[config.mk]
export PLATFORM = sky130hd
export DESIGN_NAME = vga_frame_reader
export DESIGN_NICKNAME = d
export VERILOG_FILES = /design/src/rtl/vga_frame_reader.sv
export SDC_FILE = /design/constraint.sdc
export NUM_CORES = 1
export LEC_CHECK = 0
export BUFFER_PORTS_ARGS = -buffer_cell sky130_fd_sc_hd__buf_2
export CORE_ASPECT_RATIO = 1.1
export CORE_MARGIN = 1.5
export CORE_UTILIZATION = 45
export CTS_BUF_LIST = sky130_fd_sc_hd__clkbuf_2
export CTS_CLUSTER_DIAMETER = 40
export DETAILED_ROUTE_END_ITERATION = 16
export PLACE_DENSITY = 0.72
export SLEW_MARGIN = 30
export SYNTH_ARGS = -nofsm -noshare
export SYNTH_HDL_FRONTEND = slang
export SYNTH_SLANG_ARGS = --single-unit
export TNS_END_PERCENT = 30
[constraint.sdc]
create_clock -name clk -period 5.15 [get_ports clk]
set_input_delay 1.2875 -clock clk [delete_from_list [all_inputs] [get_ports clk]]
set_output_delay 1.2875 -clock clk [all_outputs]
set_load 0.005 [all_outputs]
[src/rtl/vga_frame_reader.sv]
// Raster scan for a VGA display: reads a grey image from RAM and emits RGB with hsync/vsync aligned to the pixel data.
// Optional VGA_FRAME_BORDER_EN draws a white one-pixel frame around the image window.
module vga_frame_reader #(
  parameter int unsigned H_ACTIVE   = 640,
  parameter int unsigned H_FP       = 16,
  parameter int unsigned H_SYNC     = 96,
  parameter int unsigned H_BP       = 48,
  parameter int unsigned V_ACTIVE   = 480,
  parameter int unsigned V_FP       = 10,
  parameter int unsigned V_SYNC     = 2,
  parameter int unsigned V_BP       = 33,
  parameter int unsigned IMG_W      = 256,
  parameter int unsigned IMG_H      = 256,
  parameter int unsigned IMG_X0     = 192,
  parameter int unsigned IMG_Y0     = 112,
  parameter logic [31:0] BASE_ADDR  = 32'h0,
  parameter int          RD_LATENCY = 1
) (
  input  logic        clk,
  input  logic        reset,
  input  logic        enable,
  input  logic [31:0] rd_data,
  output logic [31:0] rd_addr,
  output logic        hsync,
  output logic        vsync,
  output logic [7:0]  red,
  output logic [7:0]  green,
  output logic [7:0]  blue,
  output logic        active,
  output logic        frame_start
);

  localparam int unsigned H_TOTAL = H_ACTIVE + H_FP + H_SYNC + H_BP;
  localparam int unsigned V_TOTAL = V_ACTIVE + V_FP + V_SYNC + V_BP;
  localparam int HW = $clog2(H_TOTAL);
  localparam int VW = $clog2(V_TOTAL);

  typedef struct packed {
    logic vis;
    logic hs_n;
    logic vs_n;
    logic in_img;
    logic border;
    logic fs;
  } tag_t;

  localparam tag_t TAG_IDLE = '{vis: 1'b0, hs_n: 1'b1, vs_n: 1'b1, in_img: 1'b0, border: 1'b0, fs: 1'b0};

  logic [HW-1:0] hcnt;
  logic [VW-1:0] vcnt;
  logic [31:0]   h32;
  logic [31:0]   v32;
  tag_t          s0;
  tag_t          dly [0:RD_LATENCY];
  logic [7:0]    pix;
  logic          unused_rd_data;

  assign h32 = 32'(hcnt);
  assign v32 = 32'(vcnt);
  assign unused_rd_data = ^rd_data[31:8];

  always_ff @(posedge clk) begin
    if (reset || !enable) begin
      hcnt <= '0;
      vcnt <= '0;
    end else if (h32 == H_TOTAL - 1) begin
      hcnt <= '0;
      vcnt <= (v32 == V_TOTAL - 1) ? '0 : vcnt + 1'b1;
    end else begin
      hcnt <= hcnt + 1'b1;
    end
  end

  always_comb begin
    s0        = TAG_IDLE;
    s0.vis    = (h32 < H_ACTIVE) && (v32 < V_ACTIVE);
    s0.hs_n   = !((h32 >= H_ACTIVE + H_FP) && (h32 < H_ACTIVE + H_FP + H_SYNC));
    s0.vs_n   = !((v32 >= V_ACTIVE + V_FP) && (v32 < V_ACTIVE + V_FP + V_SYNC));
    s0.in_img = s0.vis && (h32 >= IMG_X0) && (h32 < IMG_X0 + IMG_W)
                && (v32 >= IMG_Y0) && (v32 < IMG_Y0 + IMG_H);
    s0.fs     = (hcnt == '0) && (vcnt == '0);
`ifdef VGA_FRAME_BORDER_EN
    // Ring one pixel outside the window; corners belong to both edges.
    s0.border = s0.vis && (
      ((h32 == IMG_X0 - 1 || h32 == IMG_X0 + IMG_W) && (v32 + 1 >= IMG_Y0) && (v32 <= IMG_Y0 + IMG_H)) ||
      ((v32 == IMG_Y0 - 1 || v32 == IMG_Y0 + IMG_H) && (h32 + 1 >= IMG_X0) && (h32 <= IMG_X0 + IMG_W)));
`else
    s0.border = 1'b0;
`endif
  end

  always_ff @(posedge clk) begin
    if (reset) begin
      rd_addr <= '0;
    end else if (enable && s0.in_img) begin
      rd_addr <= BASE_ADDR + (v32 - IMG_Y0) * IMG_W + (h32 - IMG_X0);
    end
  end

  // Sync/visibility tags travel alongside the RAM read so they meet rd_data.
  always_ff @(posedge clk) begin
    if (reset || !enable) begin
      for (int i = 0; i <= RD_LATENCY; i++) dly[i] <= TAG_IDLE;
    end else begin
      dly[0] <= s0;
      for (int i = 1; i <= RD_LATENCY; i++) dly[i] <= dly[i-1];
    end
  end

  assign pix = dly[RD_LATENCY].in_img ? rd_data[7:0] :
               (dly[RD_LATENCY].border ? 8'hFF : 8'h00);

  always_ff @(posedge clk) begin
    if (reset || !enable) begin
      hsync       <= 1'b1;
      vsync       <= 1'b1;
      red         <= 8'h00;
      green       <= 8'h00;
      blue        <= 8'h00;
      active      <= 1'b0;
      frame_start <= 1'b0;
    end else begin
      hsync       <= dly[RD_LATENCY].hs_n;
      vsync       <= dly[RD_LATENCY].vs_n;
      red         <= pix;
      green       <= pix;
      blue        <= pix;
      active      <= dly[RD_LATENCY].vis;
      frame_start <= dly[RD_LATENCY].fs;
    end
  end

endmodule

==> metrics.csv <==
stage,metric,value,unit
sta,worst_slew_pin_slew,0.625,ns
clock_tree,ctsRootBufferMaster,clkbuf_2,
routing,wl_per_cell,13.1,microns
clock_tree,clock_sinks,62,
sta,whs,0.431,ns
clock_tree,clk_pin_slew_worst_paths,0.21,ns
pwr,p_clk_share,38.2,%
synth,syn-num-nets,421,
die,coreArea,7010,sq um
synth,yosysTopAreaCell,dfxtp_1,
grt,top_usage_layer,met2,
placement,portBuffers,70,
clock_tree,clock_path_buffers,2,
pwr,switching_share,25.7,%
flow_run,max_cap_violations,0,
finish,antenna_cells,0,
die,die_y,92.0,microns
sta,rsz0062_at_grt,false,
setup_path,cp_max_fo,7,
setup_path,path_cells,ha_1 -> xnor2_1 -> ha_1 -> fa_1 -> nor4b_1 -> a21oi_1 -> a31o_2 -> a21oi_1 -> xor2_1 -> a211oi_1,
finish,finalNetCount,457,
synth,synthTopCellsByArea,"dfxtp_1 (38%), buf_4 (6.7%), nor2_1 (6.0%), ha_1 (5.8%), xnor2_1 (4.6%)",
synth,synth_area,3240,sq um
routing,dr.pass1.iters,4,
synth,synth_seq_cells,62,
grt,grt_pass1_wl,10.9,mm
placement,routabilityCongestion,0.881,
pwr,leakage,1.51,nW
setup_path,cp-end-kind,flip-flop,
sta,period_minus_slack,3.15,ns
sta,fmax,318,MHz
grt,grt_use_met3,3.42,%
finish,drive_above_1_share,22.4,%
synth,synth_common_cells,"dfxtp_1 (62), nor2_1 (52), buf_4 (29)",
routing,drc,0,
synth,synth.top_cell.area_share,38.3,%
pwr,power_density,229,nW/um^2
clock_tree,cts_tree,yes,
clock_tree,cts.htree.levels,3,
setup_path,worstSetupPathType,flip-flop to flip-flop,
hold_path,min_path_type,flip-flop to flip-flop,
placement,dpl.hpwl,4.80,mm
clock_tree,clk_latency,0.49,ns
setup_path,critical_path_required,5.57,ns
synth,syn_area_per_cell,8.76,sq um
pwr,irDropWorstVdd,0.000196,V
setup_path,crit_slowest_cell,dfxtp_1,
die,fp-row-count,32,
die,die_w,83.9,microns
sta,hold_viol,0,
grt,first_global_vias,2339,
setup_path,r2r_slack,2.00,ns
hold_path,hold_depth,1,
setup_path,r2r_end,rd_addr[16]$_SDFFE_PP0P_,
pwr,intPower,603,uW
sta,min_period_over_period,61.1,%
sta,max-slew-margin-rel,58.0,%
grt,grtUsageMet1,23.1,%
setup_path,reg2reg_depth,10,
sta,slew_viol_final,0,
synth,synth_edf_count,0,
synth,ys_seq_area_share,38.3,%
grt,grt_use_total,17.6,%
pwr,power.share.combinational,2.1,%
outcome,status,finished clean,
routing,via_per_inst,5.33,
setup_path,critical_path.reg2reg.startpoint,hcnt[7]$_SDFF_PP0_,
finish,synthToLayoutAreaGrowth,9.39,%
clock_tree,cts_resized,0,
synth,ys_warn_count,0,
die,die_area,7720,sq um
synth,synth.most_common_cell,dfxtp_1,
synth,ys.flop_type,dfxtp_1,
synth,ys_async_sr_fraction,0,%
clock_tree,holdBufCountCts,0,
sta,setup_viol,0,
routing,drt_iter0_drc,212,
clock_tree,cts_setup_buffers,0,
setup_path,critPathMaxStageDelay,0.52,ns
synth,synthCells,370,
sta,fin_worst_skew,0.0250,ns
grt,grt_max_degree,24,
grt,grt-ovfl-total,0,
clock_tree,cts_buffers,9,
sta,tns,0,ns
synth,synth_cell_type_count,48,
pwr,pwr-share-seq,59.7,%
pwr,p_sw,209,uW
routing,vias,2643,
hold_path,min_from,dly[0][10]$_SDFF_PP1_,
grt,gr-usage-met2,28.3,%
setup_path,startpoint_type,flip-flop,
die,start_util,46.2,%
grt,grt_antenna_before_repair,0,
setup_path,crit_arrival,3.56,ns
hold_path,hold_end,hsync$_SDFF_PP1_,
routing,totalWireLength,6.52,mm
routing,ant_nets,0,
die,ioPinCount,95,
==> per-stage QoR <==
step	util [%]	cell area [sq um]	instances	setup WS, ns	power, mW
global placement	48.8	3420	479	1.90	0.510
detailed placement	48.8	3420	479	1.89	0.511
finish	50.6	3540	496	2.00	0.811
floorplan	-	3240	370	2.49	0.503
global route	50.6	3540	496	1.68	0.845
CTS	50.5	3540	495	1.87	0.819
==> layout by cell type (no fill, tap or decap), drive strengths merged, types with 4 or more instances in the layout <==
| cell | synthesis | layout |
|---|---|---|
| a211oi | 6 | 6 |
| a21oi | 11 | 11 |
| a31oi | 4 | 4 |
| and2 | 6 | 6 |
| and3 | 11 | 11 |
| buf | 34 | 73 |
| clkbuf | 14 | 9 |
| clkinv | 0 | 5 |
| dfxtp | 62 | 62 |
| ha | 15 | 15 |
| inv | 11 | 12 |
| mux2i | 14 | 14 |
| nand2 | 20 | 20 |
| nand2b | 7 | 7 |
| nand3 | 9 | 9 |
| nand4 | 8 | 8 |
| nor2 | 52 | 52 |
| nor2b | 4 | 4 |
| nor3 | 5 | 5 |
| nor4 | 6 | 6 |
| o21ai | 8 | 8 |
| xnor2 | 17 | 17 |
| xor2 | 14 | 14 |
==> registers in the layout (all words and copies together), names as in the netlist <==
signal / cells
active: 1
blue: 8
dly: 10
frame_start: 1
hcnt: 10
hsync: 1
rd_addr: 20
vcnt: 10
vsync: 1
==> worst max-delay path, delay by kind of cell (launching register included) <==
family / cells / cell delay (ns)
AND/OR/NAND/NOR: 1 / 0.39
flip-flops: 1 / 0.52
AO/OA/AOI/OAI: 4 / 0.90
XOR/XNOR: 2 / 0.22
adder cells (fa/ha/maj): 3 / 1.03
==> final cells by class <==
class                      count  area (sq um)
clock buffer                   9          45.0
clock inverter                 7          73.8
fill                         674          3460
inverter                      11          41.3
multi-input combinational    249          1660
sequential                    62          1240
tap                           85           106
timing repair buffer          73           373
==> routing by layer <==
metal,wire (microns),vias to the layer above
met2,2890,111
li1,-,1312
met1,3100,1212
met5,0,-
met4,91,0
met3,434,8
==> cells by family (layout without fill, tap and decap cells) <==
family / count (synthesis) / in the layout / synth area share (%)
multiplexers: 15 / 15 / 4.67
buffers and inverters: 59 / 100 / 10.4
AND/OR/NAND/NOR: 143 / 143 / 22.3
XOR/XNOR: 31 / 31 / 8.38
adder cells (fa/ha/maj): 16 / 16 / 6.41
AO/OA/AOI/OAI: 44 / 44 / 9.54
flip-flops: 62 / 62 / 38.3
==> power groups by stage <==
stage | Combinational [mW] | Clock (mW) | Sequential (mW)
6_report | 0.0168 | 0.310 | 0.484
5_1_grt | 0.0193 | 0.340 | 0.485
4_1_cts | 0.0170 | 0.318 | 0.484
3_5_place_dp | 0.0170 | 0 | 0.494
3_3_place_gp | 0.0165 | 0 | 0.494
2_1_floorplan | 0.00906 | 0 | 0.494
==> how the worst max path moves through the flow <==
stage	startpoint	endpoint	cells after the start	slack (ns)
2_1_floorplan	hcnt[7]$_SDFF_PP0_	rd_addr[16]$_SDFFE_PP0P_	10	2.49
3_3_place_gp	vcnt[4]$_SDFFE_PP0P_	rd_addr[13]$_SDFFE_PP0P_	7	1.90
3_5_place_dp	vcnt[4]$_SDFFE_PP0P_	rd_addr[0]$_SDFFE_PP0P_	7	1.89
4_1_cts	vcnt[4]$_SDFFE_PP0P_	rd_addr[11]$_SDFFE_PP0P_	7	1.87
5_1_grt	hcnt[7]$_SDFF_PP0_	rd_addr[16]$_SDFFE_PP0P_	10	1.68
6_report	hcnt[7]$_SDFF_PP0_	rd_addr[16]$_SDFFE_PP0P_	10	2.00
(Power assumes the default switching activity.)
